File: config.mk
export PLATFORM = sky130hd
export DESIGN_NAME = resistive_mixer_sequencer
export DESIGN_NICKNAME = d
export VERILOG_FILES = /design/src/rtl/resistive_mixer_sequencer.sv
export SDC_FILE = /design/constraint.sdc
export NUM_CORES = 1
export LEC_CHECK = 0
export CAP_MARGIN = 20
export CORE_MARGIN = 3
export CORE_UTILIZATION = 46
export DETAILED_ROUTE_END_ITERATION = 16
export GPL_TIMING_DRIVEN = 0
export PLACE_DENSITY = 0.73
export SYNTH_ARGS = -nofsm -noshare
export SYNTH_HDL_FRONTEND = slang
export SYNTH_SLANG_ARGS = --single-unit
export TNS_END_PERCENT = 50
File: constraint.sdc
create_clock -name clk -period 4.55 [get_ports clk]
set_input_delay 0.6825 -clock clk [delete_from_list [all_inputs] [get_ports clk]]
set_output_delay 0.6825 -clock clk [all_outputs]
set_load 0.05 [all_outputs]
File: src/rtl/resistive_mixer_sequencer.sv
`default_nettype none
// +----------------------------------------------------------------------------+
// | resistive_mixer_sequencer                                                  |
// | Time-multiplexed N-channel resistive mixer built on one shared 16x17 MAC.  |
// | Optional feature macro: MIXER_SEQ_OVERRUN_CNT_EN (adds overrun_cnt).       |
// | Revision: 1.0                                                              |
// +----------------------------------------------------------------------------+
module resistive_mixer_sequencer #(
  parameter int     N  = 4,
  parameter longint R0 = 10000,
  parameter longint R1 = 10000,
  parameter longint R2 = 10000,
  parameter longint R3 = 10000,
  parameter longint R4 = 10000,
  parameter longint R5 = 10000,
  parameter longint R6 = 10000,
  parameter longint R7 = 10000
) (
  input  logic        clk,
  input  logic        reset_n,
  input  logic        sample_en,
  input  logic [15:0] inputs [N-1:0],
  input  logic [N-1:0] mute,
  output logic [15:0] out,
  output logic        out_valid,
  output logic        busy,
  output logic        overrun
`ifdef MIXER_SEQ_OVERRUN_CNT_EN
  ,
  output logic [7:0]  overrun_cnt
`endif
);

  localparam longint     c_r [8] = '{R0, R1, R2, R3, R4, R5, R6, R7};
  localparam logic [2:0] c_last  = 3'(N - 1);

  function automatic longint f_cond(input int i);
    return (longint'(1) <<< 32) / c_r[i];
  endfunction

  // Normalised conductance; weights of unused channel slots are zero.
  function automatic logic [16:0] f_weight(input int i);
    longint sum;
    sum = 0;
    for (int j = 0; j < N; j++) sum += f_cond(j);
    if (i >= N) return 17'd0;
    return 17'((f_cond(i) <<< 16) / sum);
  endfunction

  localparam logic [16:0] c_w [8] = '{f_weight(0), f_weight(1), f_weight(2), f_weight(3),
                                      f_weight(4), f_weight(5), f_weight(6), f_weight(7)};

  typedef enum logic [1:0] {
    ST_IDLE = 2'd0,
    ST_MAC  = 2'd1,
    ST_DONE = 2'd2
  } state_t;

  state_t      r_state;
  logic [2:0]  r_idx;
  logic [35:0] r_acc;
  logic [15:0] r_in_s [8];
  logic [7:0]  r_mute_s;

  logic [15:0] w_in_pad [8];
  logic [7:0]  w_mute_pad;
  logic [15:0] w_data;
  logic [16:0] w_weight;
  logic [32:0] w_prod;

  // Pad the channel vector to 8 so the 3-bit index never leaves the array.
  generate
    for (genvar gi = 0; gi < 8; gi++) begin : g_pad
      if (gi < N) begin : g_used
        assign w_in_pad[gi] = inputs[gi];
      end else begin : g_unused
        assign w_in_pad[gi] = 16'd0;
      end
    end
  endgenerate

  assign w_mute_pad = 8'(mute);
  assign w_data     = r_mute_s[r_idx] ? 16'd0 : r_in_s[r_idx];
  assign w_weight   = c_w[r_idx];
  assign w_prod     = 33'(w_data) * 33'(w_weight);
  assign busy       = (r_state != ST_IDLE);

  always_ff @(posedge clk) begin
    if (!reset_n) begin
      r_state   <= ST_IDLE;
      r_idx     <= 3'd0;
      r_acc     <= 36'd0;
      r_mute_s  <= 8'd0;
      for (int i = 0; i < 8; i++) r_in_s[i] <= 16'd0;
      out       <= 16'd0;
      out_valid <= 1'b0;
      overrun   <= 1'b0;
    end else begin
      out_valid <= 1'b0;
      overrun   <= 1'b0;
      case (r_state)
        ST_IDLE: begin
          if (sample_en) begin
            r_in_s   <= w_in_pad;
            r_mute_s <= w_mute_pad;
            r_acc    <= 36'd0;
            r_idx    <= 3'd0;
            r_state  <= ST_MAC;
          end
        end
        ST_MAC: begin
          overrun <= sample_en;
          r_acc   <= r_acc + 36'(w_prod);
          r_idx   <= r_idx + 3'd1;
          if (r_idx == c_last) r_state <= ST_DONE;
        end
        ST_DONE: begin
          overrun   <= sample_en;
          out       <= r_acc[31:16];
          out_valid <= 1'b1;
          r_state   <= ST_IDLE;
        end
        default: r_state <= ST_IDLE;
      endcase
    end
  end

`ifdef MIXER_SEQ_OVERRUN_CNT_EN
  always_ff @(posedge clk) begin
    if (!reset_n) begin
      overrun_cnt <= 8'd0;
    end else if (sample_en && (r_state != ST_IDLE) && (overrun_cnt != 8'hFF)) begin
      overrun_cnt <= overrun_cnt + 8'd1;
    end
  end
`endif

endmodule
`default_nettype wire

==> metrics.md, run 1 <==
| Metric | Value |
|---|---|
| Wire per inst | 15.8 um |
| FF+latch count, synth | 109 |
| Clock latency on the worst-skew pair | 350 ps |
| CP Data Required Time | 4830 ps |
| Initial antenna violation count | 0 |
| Tmin final | 4350 ps |
| Reg-to-Reg End | r_acc[31] |
| Total number of vias | 4614 |
| Worst Skew | 7.44 ps |
| R2R setup slack | 200 ps |
| Worst Setup EP | r_acc[31] |
| Worst path top cell family by delay | simple AND/OR/NAND/NOR gates |
| Outcome | completed |
| Total negative slack | 0 ps |
| Finish-stage setup viols | 0 |
| Post-route ant nets | 0 |
| Nets@finish | 840 |
| Longest Clk Path Bufs | 2 |
| Max Slew Vio Count | 0 |
| Number of synthesized flops with an enable pin | 0 |
| IO Count | 90 |
| Max cap viols | 0 |
| R2R cell count | 18 |
| Worst hold slack | 458 ps |
| Syn Inst Count | 613 |
| Crit. End Element | flop |
| Critical Path Source | r_idx[0] |
| Diodes inserted | 0 |
| GR Util met3 | 2.85% |
| Synth top cells by count | nand2_1 (150), dfxtp_1 (109), a21oi_1 (88), ha_1 (50), nor2_1 (36) |
| DRC | 0 |
| Netlist cell types | 44 |
| CTS clock-pin slew for the worst setup and hold paths | 70 ps |
| Static leakage | 2.71 nW |
| Post-synthesis area per instance | 8.76 um^2 |
| Ys async rst share | 0% |
| DP Cell Count | 842 |
| Core region area | 11100 um^2 |
| RePlAce Congestion | 0.878 |
| Initial Utilization | 48.3% |
| Ys flop type | dfxtp_1 |
| CP Buf/Inv Count | 3 |
| M1 GR Usage | 27.9% |
| Initial DRC Count | 297 |
| CP max-delay cell | mux4_2 |
| Mapped Nets | 736 |
| Worst-margin pin slew | 695 ps |
| Total wire length | 13.7 mm |
| Die area | 13000 um^2 |
| DR vias/cell | 5.35 |
| Buffers on Ports | 89 |
| Die width | 114 um |
| Pwr per Cell Area | 310 nW/um^2 |
| Max incr delay on CP | 490 ps |
| Post-synthesis sequential area ratio | 40.6% |
| Die height | 114 um |
| Met2 Resource Use GR | 38.2% |
| Grt ovf | 0 |
| First-pass GRT wire length | 22.6 mm |
| Synth-to-Final Area Change | 26.4% |
| Cell with the most instances after synthesis | nand2_1 |
| CTS Buf Count | 9 |
| Number of placement rows | 38 |
| Max_slew headroom | 53.7% |
| Most used routing layer | met2 |
| Hold Buf Count CTS | 0 |
| Root buffer cell | clkbuf_16 |
| Fin cells | 862 |
| Area contributors post-synth | dfxtp_1 (41%), ha_1 (12%), nand2_1 (10%), a21oi_1 (8.2%), mux4_2 (7.1%) |
| Vias in the first global route | 4693 |
| GRT Util Overall | 22.0% |
| Final worst-path cycle share | 95.6% |
| Share of cells above drive strength 1 | 7.20% |
| Clock sinks | 109 |
| Syn Std Cell Area | 5370 um^2 |
| Worst EP arrival | 4630 ps |
| Htree depth | 3 |
| CTS tree | done |
| Top-area cell type share of the netlist area | 40.6% |
| Setup CP Type | reg -> reg |
| Cell depth of the worst setup path | 18 |
| Unrepaired setup endpoints after global routing | false |
| Total iterations of the first detailed-routing run | 4 |
| Worst-path fanout max | 7 |
| Worst r2r src | r_idx[0] |
| Synth area leader | dfxtp_1 |
| Launching element type of the critical path | flop |
| CP Cell Sequence | buf_8 -> mux4_2 -> or2_4 -> nor2b_2 -> ha_1 -> ha_1 -> ha_1 -> inv_1 -> fa_1 -> inv_1 -> ha_2 -> fa_2 -> a21oi_1 -> or3b_4 -> a2111o_1 -> nand4_1 -> or4b_4 -> o211ai_2 |
| Filler cell count | 979 |
| Largest net degree at the start of global routing | 19 |
| Final Hold Fails | 0 |
| Max VDD drop | 0.000166 V |
| Yosys warns | 0 |
| FMAX | 230 MHz |
| Crit-path most repeated cell | ha_1 |
| DP HPWL | 10.4 mm |
| HP Class | reg -> reg |
registers in the layout, indices dropped and copies added, names as in the netlist:
| name | count |
|---|---|
| r_in_s | 64 |
| r_acc | 18 |
| out | 16 |
| r_mute_s | 4 |
| r_idx | 3 |
| r_state | 2 |
| out_valid | 1 |
| overrun | 1 |
area by class of cell:
class                      count  area (um^2)  share of cell area [%]
clock inverter                 5         43.8                   0.645
timing repair buffer          93          921                    13.6
sequential                   109         2180                    32.2
buffer                        35          164                    2.41
clock buffer                  11          233                    3.43
inverter                      16         60.1                   0.884
tap                          140          175                    2.58
multi-input combinational    453         3010                    44.3
worst min path at each step:
| stage | from | end | cells past startpoint |
|---|---|---|---|
| after floorplan | r_in_s[100] | r_in_s[100] | 2 |
| after global placement | r_in_s[98] | r_in_s[98] | 2 |
| after detailed placement | r_in_s[78] | r_in_s[78] | 2 |
| after CTS | r_in_s[78] | r_in_s[78] | 2 |
| after global routing | r_in_s[125] | r_in_s[125] | 2 |
| final | r_in_s[109] | r_in_s[109] | 2 |
power by group:
| part | switching, mW | total [mW] | internal, mW |
|---|---|---|---|
| combinational | 0.179 | 0.331 | 0.152 |
| clock | 0.367 | 0.747 | 0.379 |
| sequential | 0.0254 | 1.02 | 0.999 |
placed cells by master (no fill, tap or decap), drive strengths merged, types with 2 or more instances in the layout:
cell,count
clkinvlp,2
o21ai,10
buf,14
a22oi,8
a211oi,3
clkdlybuf4s50,89
fa,2
nand2,151
o21bai,3
nand4,3
nor3,3
nor4,2
nor2b,19
xnor2,6
dfxtp,109
mux4,17
mux2i,16
ha,50
o211ai,3
inv,18
and2,5
or3b,3
a31oi,3
nor2,36
a32o,2
nand3,5
clkbuf,36
nand2b,2
a21oi,88
and3,2
cell families (layout without fill, tap and decap cells):
| logic type | Yosys count | count (layout) | share of synthesized area [%] |
|---|---|---|---|
| AND/OR/NAND/NOR | 235 | 235 | 18.8 |
| AO/OA/AOI/OAI | 126 | 126 | 13.3 |
| flip-flops | 109 | 109 | 40.6 |
| adder cells (fa/ha/maj) | 52 | 52 | 12.4 |
| buffers and inverters | 51 | 160 | 3.59 |
| multiplexers | 33 | 33 | 10.1 |
| XOR/XNOR | 7 | 7 | 1.14 |
per-layer routing:
layer	wire, um	up-vias
met3	760	15
met4	180	0
met1	5910	2135
li1	-	2319
met5	0	-
met2	6810	145
worst reg2reg max path, delay by kind of cell (launching register included):
family | cells | cell delay, ps
AND/OR/NAND/NOR | 5 | 1420
adder cells (fa/ha/maj) | 6 | 1210
AO/OA/AOI/OAI | 3 | 560
multiplexers | 1 | 490
flip-flops | 1 | 360
buffers and inverters | 3 | 230
repair_timing:
item | in CTS | in global routing
endpoints found under the setup margin | 8 | 3
gates cloned | 0 | 0
setup buffers | 0 | 4
pin swaps | 0 | 1
gates resized for setup | 9 | 10
through the flow:
step	setup slack [ps]	utilization (%)	total power, mW	cell area (um^2)
after floorplan	63.7	-	1.23	5370
after global placement	-428	57.9	1.36	6440
after detailed placement	-516	57.9	1.37	6440
after CTS	2.49	60.5	2.10	6740
after global routing	4.59	61.0	2.19	6790
final	202	61.0	2.10	6790
No activity file was read; power rests on OpenSTA's default activity.
==> run 2: changes to the inputs <==
ABC_AREA = 1   (was not set)
==> metrics.md, run 2 <==
| Metric | Value |
|---|---|
| Number of synthesized flops with an enable pin | 0 (unchanged) |
| Total negative slack | 0 ps (unchanged) |
| Worst Skew | 9.08 ps (+1.64 ps) |
| Synth Area in Simple Gates | 25.5% (+6.7 points) |
| Setup repair bufs after CTS | 0 (unchanged) |
| Commonest non-fill, non-tap cells in the layout | nor2_1 (247), o21ai_0 (120), dfxtp_1 (109) |
| FMAX | 275 MHz (+19%) |
| Diodes inserted | 0 (unchanged) |
| Grt ovf | 0 (unchanged) |
| Buffers on Ports | 89 (unchanged) |
| Synth area leader | dfxtp_1 |
| Netlist cell types | 30 (-32%) |
| Worst Hold Depth | 2 (unchanged) |
| Top flop regs | r_in_s: 64 flops, r_acc: 18 flops, out: 16 flops |
| Tmin final | 3640 ps (-709 ps) |
| IO Count | 90 (unchanged) |
| Post-synthesis area per instance | 7.05 um^2 (-20%) |
| Post-route ant nets | 0 (unchanged) |
| Top reg by flops | r_in_s |
| HP Start | r_acc[15] |
| Syn Std Cell Area | 5700 um^2 (+6.2%) |
| Nets@finish | 1032 (+23%) |
| Max_slew headroom | 63.5% (+9.9 points) |
| FF+latch count, synth | 109 (unchanged) |
| Syn Inst Count | 809 (+32%) |
| GRT Util Overall | 22.4% (+0.48 points) |
| Post-synthesis adder-cell area fraction | 11.7% (-0.72 points) |
| Root buffer cell | clkbuf_16 |
| Finish-stage setup viols | 0 (unchanged) |
| Die area | 13800 um^2 (+5.9%) |
| Static leakage | 3.25 nW (+20%) |
| WHS Endpoint | r_acc[15] |
| CTS Buf Count | 9 (unchanged) |
| Total iterations of the first detailed-routing run | 5 (+1) |
| Total number of vias | 5452 (+18%) |
| Cell with the most instances after synthesis | nor2_1 |
| Max VDD drop | 0.000239 V (+44%) |
| Core region area | 12100 um^2 (+8.4%) |
| Unrepaired setup endpoints after global routing | false |
| Htree depth | 3 (unchanged) |
| Post-Synth XOR/XNOR Area | 0.154% (-0.99 points) |
| Vias in the first global route | 5078 (+8.2%) |
| Max cap viols | 0 (unchanged) |
| Crit. End Element | flop |
| Worst-margin pin slew | 541 ps (-154 ps) |
| Yosys warns | 0 (unchanged) |
| Hold Buf Count CTS | 0 (unchanged) |
| Top-area cell type share of the netlist area | 38.3% (-2.4 points) |
| Main combinational cell family by area after synthesis | simple AND/OR/NAND/NOR gates |
| CTS tree | done |
| First-pass GRT wire length | 24.9 mm (+10%) |
| R2R setup slack | 910 ps (+710 ps) |
| Largest register FFs | 64 (unchanged) |
| Mapped Nets | 932 (+27%) |
| DP HPWL | 11.9 mm (+14%) |
| HP Class | reg -> reg |
| Number of placement rows | 40 (+5.3%) |
| Area contributors post-synth | dfxtp_1 (38%), nor2_1 (16%), ha_1 (11%), o21ai_0 (11%), nand2_1 (6.1%) |
| Longest Clk Path Bufs | 2 (unchanged) |
| Outcome | completed |
| Synth-to-Final Area Change | 24.8% |
| Launching element type of the critical path | flop |
| Clock sinks | 109 (unchanged) |
| Total wire length | 15.1 mm (+10%) |
| Wire per inst | 13.9 um (-12%) |
| Worst-path fanout max | 10 (+3) |
| Share of cells above drive strength 1 | 6.68% (-0.52 points) |
| Synth top cells by count | nor2_1 (247), o21ai_0 (120), dfxtp_1 (109), nand2_1 (93), inv_1 (51) |
| Pwr per Cell Area | 402 nW/um^2 (+30%) |
| Setup CP Type | reg -> reg |
| Final Hold Fails | 0 (unchanged) |
| Initial Utilization | 47.3% (-0.99 points) |
| Ys flop type | dfxtp_1 |
| Max Slew Vio Count | 0 (unchanged) |
| Die height | 117 um (+2.9%) |
| Most common cell after layout, fill and taps aside | nor2_1 |
| Post-synthesis mux area share | 0% (-10 points) |
| R2R cell count | 20 (+2) |
| Post-synthesis sequential area ratio | 38.3% (-2.4 points) |
| Largest net degree at the start of global routing | 17 (-2) |
| CTS clock-pin slew for the worst setup and hold paths | 70 ps (about the same) |
| Initial DRC Count | 373 (+26%) |
| Worst EP arrival | 3850 ps (-780 ps) |
| Synth Area in Compound Gates | 17.0% (+3.7 points) |
| Clock latency on the worst-skew pair | 360 ps (about the same) |
| Post-CTS Resized | 0 (-9) |
| DRC | 0 (unchanged) |
| Post-Route Utilization | 59.0% (-2.0 points) |
| Ys async rst share | 0% (unchanged) |
| Reg-to-Reg End | r_acc[29] |
| DR vias/cell | 5.04 (-5.8%) |
| Initial antenna violation count | 0 (unchanged) |
| Final worst-path cycle share | 80.0% (-16 points) |
| CP Data Required Time | 4770 ps (-60 ps) |
| Worst r2r src | r_idx[1] |
| RePlAce Congestion | 0.931 (+6.0%) |
| Die width | 117 um (+2.9%) |
[run 2: logic make-up (layout without fill, tap and decap cells)]
logic type / Yosys count / after routing
flops: 109 / 109
fa+ha+maj: 52 / 52
xor+xnor: 1 / 1
buf+inv: 97 / 201
simple gates: 371 / 371
compound gates: 179 / 179
[run 2: power by group]
group	switching, mW	internal [mW]
clock network	0.345	0.494
logic	0.552	0.331
registers	0.0663	1.08
total	0.963	1.90
[run 2: critical path, stage by stage (launching register included)]
cell,delay [ps]
dfxtp_1,320
buf_6,140
inv_2,160
o21ai_2,100
o221ai_4,310
a21oi_1,90
ha_1,200
ha_1,270
ha_1,140
inv_1,50
fa_1,370
inv_1,60
ha_1,180
fa_1,190
nand2_1,100
a21oi_1,330
nand3_1,160
nand3_1,100
nand2_1,50
nand3_1,80
a21oi_1,70
[run 2: worst max-delay path by stage]
stage             start        end  slack [ps]  depth (start not counted)
3_3_place_gp   r_idx[1]  r_acc[29]         970                         20
6_report       r_idx[1]  r_acc[29]         910                         20
5_1_grt        r_idx[1]  r_acc[29]         670                         20
3_5_place_dp   r_idx[1]  r_acc[29]         940                         20
2_1_floorplan  r_idx[1]  r_acc[29]        1480                         20
4_1_cts        r_idx[1]  r_acc[29]         930                         20
[run 2: cell type report]
cell class	instances	area, um^2
Fill cell	1142	4940
Multi-Input combinational cell	603	3100
Sequential cell	109	2180
Timing Repair Buffer	89	891
Clock buffer	11	243
Buffer	41	213
Inverter	56	210
Tap cell	168	210
Clock inverter	4	72.6
[run 2: per-stage QoR]
step                      std cells  worst slack, ps  hold WS (ps)  instance area, um^2  total power [mW]
after floorplan                 809             1480           449                 5700              1.75
after global placement         1066              966           455                 6810              2.03
after detailed placement       1066              939           461                 6810              2.05
after CTS                      1081              930           473                 7120              2.89
after global routing           1081              669           499                 7120              3.04
final                          1081              911           473                 7120              2.87
[run 2: routing by layer]
metal / up-vias / track usage [%] / routed length, um
met1: 2453 / 29.8 / 7000
met5: - / 0 / 0
met3: 16 / 4.68 / 894
li1: 2817 / - / -
met2: 166 / 36.8 / 6940
met4: 0 / 6.82 / 231
